===== config.mk =====
export PLATFORM = sky130hd
export DESIGN_NAME = pipe_ctrl
export DESIGN_NICKNAME = d
export VERILOG_FILES = /design/src/rtl/pipe_ctrl.sv
export SDC_FILE = /design/constraint.sdc
export NUM_CORES = 1
export LEC_CHECK = 0
export ABC_CLOCK_PERIOD_IN_PS = 1800
export CAP_MARGIN = 20
export CELL_PAD_IN_SITES_DETAIL_PLACEMENT = 1
export CELL_PAD_IN_SITES_GLOBAL_PLACEMENT = 2
export CORE_MARGIN = 4
export CORE_UTILIZATION = 21
export DETAILED_ROUTE_END_ITERATION = 7
export PLACE_DENSITY_LB_ADDON = 0.1
export SLEW_MARGIN = 20
export SYNTH_ARGS = -nofsm -noshare
export SYNTH_HDL_FRONTEND = slang
export SYNTH_SLANG_ARGS = --single-unit

===== constraint.sdc =====
create_clock -name clk -period 1.8 [get_ports clk]
set_clock_uncertainty 0.05 [all_clocks]
set_input_delay 0.27 -clock clk [delete_from_list [all_inputs] [get_ports clk]]
set_output_delay 0.27 -clock clk [all_outputs]
set_load 0.02 [all_outputs]

===== src/rtl/pipe_ctrl.sv =====
// pipe_ctrl: stall/flush controller for a 5-stage pipe with mul/div wait and CSR drain FSM; outputs are combinational, counters registered.
// PERF_CNT_EN adds free-running stall_cycles/flush_events counters; without it neither port nor register exists.
module pipe_ctrl #(
   parameter int NSTAGE     = 4,
   parameter int MD_STAGE   = 3,
   parameter int BR_STAGE   = 3,
   parameter int MD_TIMEOUT = 64
) (
   input  logic              clk,
   input  logic              reset,
   input  logic              imem_wait,
   input  logic              dmem_wait,
   input  logic              load_use,
   input  logic              redirect,
   input  logic              md_start,
   input  logic              md_done,
   input  logic              csr_req,
   input  logic              trap_req,
   input  logic [NSTAGE:0]   stage_valid,
   output logic [NSTAGE:0]   stall,
   output logic [NSTAGE:0]   flush,
   output logic              csr_go,
   output logic              md_kill,
   output logic              md_timeout,
   output logic [1:0]        state
`ifdef PERF_CNT_EN
   ,
   output logic [31:0]       stall_cycles,
   output logic [31:0]       flush_events
`endif
);

   localparam int CW = (MD_TIMEOUT > 2) ? $clog2(MD_TIMEOUT) : 1;
   localparam logic [CW-1:0] CNT_LAST = CW'(MD_TIMEOUT - 1);

   typedef enum logic [1:0] {RUN = 2'd0, MDWAIT = 2'd1, DRAIN = 2'd2} state_t;

   state_t          r_state;
   state_t          w_next;
   logic [CW-1:0]   r_cnt;
   logic [CW-1:0]   w_cnt_next;
   logic [NSTAGE:0] w_src;
   logic [NSTAGE:0] w_therm;
   logic            w_drained;
   logic            w_unused;

   assign w_drained = (stage_valid[NSTAGE:3] == '0);
   assign w_unused  = ^stage_valid[2:0];
   assign state     = reset ? RUN : r_state;

   // w_src marks the stage each active hazard holds; w_therm[i] = some source at or above i.
   always_comb begin
      logic w_acc;
      w_src = '0;
      w_src[NSTAGE]   = dmem_wait;
      w_src[MD_STAGE] = w_src[MD_STAGE] | ((r_state == MDWAIT) & ~md_done);
      w_src[2]        = w_src[2] | ((r_state == DRAIN) & ~w_drained) | load_use;
      w_src[1]        = w_src[1] | imem_wait;
      w_acc   = 1'b0;
      w_therm = '0;
      for (int i = NSTAGE; i >= 0; i--) begin
         w_acc      = w_acc | w_src[i];
         w_therm[i] = w_acc;
      end
   end

   always_comb begin
      w_next     = r_state;
      w_cnt_next = r_cnt;
      stall      = w_therm;
      flush      = '0;
      csr_go     = 1'b0;
      md_kill    = 1'b0;
      md_timeout = 1'b0;
      for (int i = 1; i <= NSTAGE; i++) begin
         flush[i] = w_therm[i-1] & ~w_therm[i];
      end

      if (redirect && !w_therm[BR_STAGE]) begin
         for (int i = 1; i < BR_STAGE; i++) begin
            flush[i] = 1'b1;
            stall[i] = 1'b0;
         end
      end

      case (r_state)
         RUN: begin
            if (csr_req && !w_therm[2] && !redirect) begin
               w_next = DRAIN;
            end else if (md_start && !w_therm[MD_STAGE]) begin
               w_next     = MDWAIT;
               w_cnt_next = '0;
            end
         end
         MDWAIT: begin
            if (md_done) begin
               w_next = RUN;
            end else if (r_cnt == CNT_LAST) begin
               md_timeout = 1'b1;
               md_kill    = 1'b1;
               w_next     = RUN;
            end else begin
               w_cnt_next = r_cnt + CW'(1);
            end
         end
         DRAIN: begin
            if (w_drained) begin
               csr_go = 1'b1;
               w_next = RUN;
            end
         end
         default: w_next = RUN;
      endcase

      // Trap squashes everything younger than the PC and aborts any mul/div in flight.
      if (trap_req) begin
         stall      = '0;
         flush      = {{NSTAGE{1'b1}}, 1'b0};
         csr_go     = 1'b0;
         md_timeout = 1'b0;
         md_kill    = (r_state == MDWAIT);
         w_next     = RUN;
      end

      if (reset) begin
         stall      = '0;
         flush      = '1;
         csr_go     = 1'b0;
         md_kill    = 1'b0;
         md_timeout = 1'b0;
         w_next     = RUN;
         w_cnt_next = '0;
      end
   end

   always_ff @(posedge clk) begin
      if (reset) begin
         r_state <= RUN;
         r_cnt   <= '0;
      end else begin
         r_state <= w_next;
         r_cnt   <= w_cnt_next;
      end
   end

`ifdef PERF_CNT_EN
   logic [31:0] r_stall_cycles;
   logic [31:0] r_flush_events;

   always_ff @(posedge clk) begin
      if (reset) begin
         r_stall_cycles <= '0;
         r_flush_events <= '0;
      end else begin
         if (stall[0]) r_stall_cycles <= r_stall_cycles + 32'd1;
         if (|flush)   r_flush_events <= r_flush_events + 32'd1;
      end
   end

   assign stall_cycles = r_stall_cycles;
   assign flush_events = r_flush_events;
`endif

endmodule


# --- Word-level counts from Yosys, hierarchy flattened ---
# Index checks and enable logic that the tools add are counted.
totals:
  regBits: 8
  word_cells: 69
op_classes:
  addsub: 1
  n_eq_ne: 10
  mux: 29
  n_bitwise: 14
  reduce_logical: 13
op_table:
  columns: ["op", "n"]
  rows:
  - ["6-bit 2-to-1 mux", 4]
  - ["5-bit 2-to-1 mux", 4]
  - ["2-bit 2-to-1 mux", 8]
  - ["6-bit one-hot mux with 2 select lines", 1]
  - ["1-bit 2-to-1 mux", 11]
  - ["2-bit inequality test (second input constant)", 5]
  - ["6-bit by 1-bit adder with 6-bit output (second input constant)", 1]
  - ["6-bit equality test (second input constant)", 1]
  - ["2-bit one-hot mux with 3 select lines", 1]
  - ["1-bit bitwise AND", 5]
  - ["1-bit inverter", 5]
  - ["5-bit AND reduction", 1]
  - ["1-bit logical AND", 4]
  - ["2-bit zero test", 2]
  - ["1-bit bitwise OR", 4]
  - ["1-bit zero test", 3]
  - ["3-bit by 2-bit inequality test with 1-bit output (second input constant)", 1]
  - ["3-bit inequality test (second input constant)", 1]
  - ["3-bit AND reduction", 1]
  - ["2-bit by 1-bit equality test with 1-bit output (second input constant)", 1]
  - ["2-bit equality test (second input constant)", 1]
  - ["2-bit nonzero test", 1]
  - ["2-bit OR reduction", 1]

# --- Logic depth before layout (Yosys ltp) ---
depth:
  ltp_word: 10
  depth_mapped: 5

# --- Worst setup path after synthesis ---
# Ideal clock, no wire load.
synth_timing:
  path_type: "register -> output"
  start: "reg r_cnt[0]"
  end: "out md_kill"
  arrival_ns: 1.471
  path_slack_ns: 0.009
  path_stages_with_launch: 6
  n_path_buf: 0
  path_cell_list: "dfxtp_1 > ha_1 > and3_1 > nand3_1 > o21ba_2 > nor3_1"
synth_via:
  elab_chain_len: 6
synth_rtl:
  columns: ["element", "line_no", "source"]
  rows:
  - ["from (decl)", "40", "logic [CW-1:0] r_cnt;"]
  - ["from (signal assigned)", "142", "r_cnt <= w_cnt_next;"]
  - ["6-bit equality test", "98", "end else if (r_cnt == CNT_LAST) begin"]
  - ["1-bit 2-to-1 mux", "98", null]
  - ["1-bit 2-to-1 mux", "96", "if (md_done) begin"]
  - ["1-bit 2-to-1 mux", "86", "case (r_state)"]
  - ["1-bit 2-to-1 mux", "116", "if (trap_req) begin"]
  - ["1-bit 2-to-1 mux", "125", "if (reset) begin"]
  - ["to (decl)", "23", "output logic md_kill,"]
# No other way between the ends.

# --- Worst setup path after layout ---
# Ends and elaborated chain as after synthesis.

==> flow_summary.yaml <==
timing:
  slew_viol_final: 0
  finalSetupViolations: 0
  hold_viol: 0
  post-route-period-util_pct: 98.33
  worstMarginPinSlew_ns: 0.3856
  hold_ws_ns: 0.4687
  relSlewSlack_pct: 73.97
  fin_crit_ns: 1.770
  fin_setup_tns_ns: 0
  layout_setup_ws_ns: 0.03005
  fmax_mhz: 565.0
  grt_setup_unrepaired: "yes"
logic_synthesis:
  synth.ff_latch_count: 8
  synth_top_area_share_pct: 25.00
  synth_enable_flop_cells: 0
  async_flop_share_pct: 0
  synthDistinctLibCells: 35
  yosysMostFrequentCell: "nor2_1"
  yosysWarnings: 0
  yosysTopAreaCell: "dfxtp_1"
  synth_area_per_cell_sq_um: 8.008
  yosys-top-cells-count: "11 x nor2_1, 8 x dfxtp_1, 5 x a21oi_1"
  synth_nets: 96
  synth_top_flop_cell: "dfxtp_1"
  syn-cell-area_sq_um: 640.6
  syn_inst: 80
  synth_area_leaders: "dfxtp_1 25%, nor2_1 6.4%, o311ai_0 5.5%"
  ys_seq_area_share_pct: 25.00
worst_hold_path:
  holdPathStages: 2
  worstHoldPathType: "flip-flop to flip-flop"
final_layout:
  antenna_cells: 0
  multi_input_area_sq_um: 575.6
  drive_gt1_share_pct: 55.88
  nNetsFinal: 154
  design_area_sq_mm: 0.001249
  syn2layout_area_growth_pct: 94.92
  layout.area.seq_sq_um: 167.7
  postLayoutCoreUtil_pct: 44.14
  nFillCells: 342
setup_path:
  ff2ff_path_depth: 5
  path_class: "flip-flop to primary output"
  crit_arrival_ns: 1.45
  cp_cell_sequence: "ha_4 -> and3_4 -> nand3_4 -> o21ba_4 -> nor3_2 -> buf_4"
  cp_num_cells: 6
  worstPathRequired_ns: 1.48
  crit_family: "simple AND/OR/NAND/NOR gates"
  end_kind: "primary output"
  cp_slowest_cell: "dfxtp_2"
  timing.critical_path.buf_inv: 1
  start_kind: "flip-flop"
  crit_fanout: 2
  max_stage_delay_ns: 0.35
cts:
  clkSlewWorstSetupHoldPaths_ns: 0.05
  cts_root_buf: "clkbuf_4"
  cts_tree: "yes"
  cts_hold_buf: 0
  htreeDepth: 1
  cts_num_sinks: 8
  cts_buffers: 3
  worstSkewPairLatency_ns: 0.25
  clockBufferDepth: 2
power_and_ir_drop:
  cellLeakagePower_nw: 0.5198
  power_switching_w: 0.0001441
  power.density_mw_per_mm2: 387.5
  combPwrFrac_pct: 34.4
  p_int_w: 0.0003398
  clock_power_share_pct: 28.5
  sw_frac_of_total_pct: 29.78
  ir_drop_mv: 0.3399
  seqPwrFrac_pct: 37.1
drt:
  via_per_inst: 4.856
  wl_per_cell_um: 14.50
  drc: 0
  drt_wl_total_um: 2422
  drt-initial-drc-count: 12
  via_count: 811
  dr.pass1.iters: 4
  ant_nets: 0
global_route:
  grt_max_degree: 12
  grt.total_usage_pct: 13.18
  antenna_found_initial: 0
  grt_overflow_total: 0
  grt_pass1_vias: 880
  grt_pass1_wl_um: 4374
die:
  start_util_pct: 22.64
  die_area_sq_mm: 0.003998
  pin_count: 30
  core-area_sq_mm: 0.002829
  std_cell_rows: 19
  die_h_um: 63.23
  die_x_um: 63.23
placed_design:
  dp_hpwl_um: 1879
  pre_cts_ws_ns: -0.6015
  portBuffers: 26
  placed_cell_area_sq_mm: 0.001124
  gp_congestion: 0.7564
job:
  cap_violations: 0
run_status:
  status: "finished clean"
==> what timing repair did <==
action	CTS	global route
hold endpoints to repair	0	0
endpoints found under the setup margin	21	20
pin swaps	10	6
gates resized for setup	78	21
buffers inserted	2	2
==> layout make-up <==
| type | count | share of cell area, % |
|---|---|---|
| timing repair buffer | 57 | 34.67 |
| clock buffer | 3 | 1.804 |
| tap | 31 | 3.106 |
| sequential | 8 | 13.43 |
| inverter | 3 | 0.9018 |
| multi-input combinational | 65 | 46.09 |
==> metal layers <==
metal  share of wire (%)  wire (um)  track usage [%]  vias up
li1                    -          -                -      415
met1                  50       1212            17.95      382
met2                  47       1131            21.08       14
met3                 3.2         78            4.440        0
met4                   0          0           0.8086        0
met5                   0          0                0        -
==> worst min-delay path, stage by stage (launching register included) <==
cell     delay (ns)
dfxtp_4        0.35
o21ai_0        0.07
a21oi_1        0.06
==> registers in the layout, indices dropped and copies added (netlist names) <==
| signal | cells |
|---|---|
| r_state | 2 |
| r_cnt | 6 |
==> power groups by stage <==
| stage | Sequential, W | Combinational (W) | Clock [W] |
|---|---|---|---|
| detailed placement | 0.000184 | 0.000155 | 0 |
| global route | 0.000179 | 0.000182 | 0.000154 |
| global placement | 0.000184 | 0.000155 | 0 |
| finish | 0.000179 | 0.000166 | 0.000138 |
| CTS | 0.000180 | 0.000160 | 0.000145 |
| floorplan | 0.000184 | 0.0000611 | 0 |
==> logic make-up after synthesis <==
logic type      share of synthesized area [%]
compound gates                          29.88
fa+ha+maj                               1.953
buf+inv                                 4.688
flops                                   25.00
simple gates                            38.48
==> placed cells by master, fill, tap and decap left out, types with 2 or more instances in the layout <==
cell	Yosys	final
buf_4	1	36
nor2_1	11	10
clkdlybuf4s50_1	0	6
dlygate4sd2_1	0	6
o21ai_1	2	4
nand2_1	4	4
buf_2	0	4
clkbuf_2	0	4
dfxtp_1	8	4
a21oi_1	5	3
inv_1	3	3
o311ai_0	4	3
clkbuf_4	0	3
dfxtp_2	0	3
or2_4	0	2
a21oi_2	0	2
o21a_1	2	2
nor2b_1	3	2
nor4b_4	0	2
o41ai_2	2	2
==> stage by stage <==
step	std cells	total power, W
3_5_place_dp	160	0.0003389
5_1_grt	167	0.0005152
2_1_floorplan	80	0.0002454
3_3_place_gp	160	0.0003385
4_1_cts	165	0.0004853
6_report	167	0.0004839
==> final timing paths <==
| check | startpoint | end | slack, ns |
|---|---|---|---|
| min reg2reg | r_cnt[1]$_SDFFE_PP0P_ | r_cnt[1]$_SDFFE_PP0P_ | 0.47 |
| max reg2reg | r_state[1]$_SDFFE_PP0P_ | r_cnt[2]$_SDFFE_PP0P_ | 0.09 |
| max | r_cnt[0]$_SDFFE_PP0P_ | md_kill | 0.03 |
| min | r_cnt[1]$_SDFFE_PP0P_ | r_cnt[1]$_SDFFE_PP0P_ | 0.47 |
(Power assumes the default switching activity.)
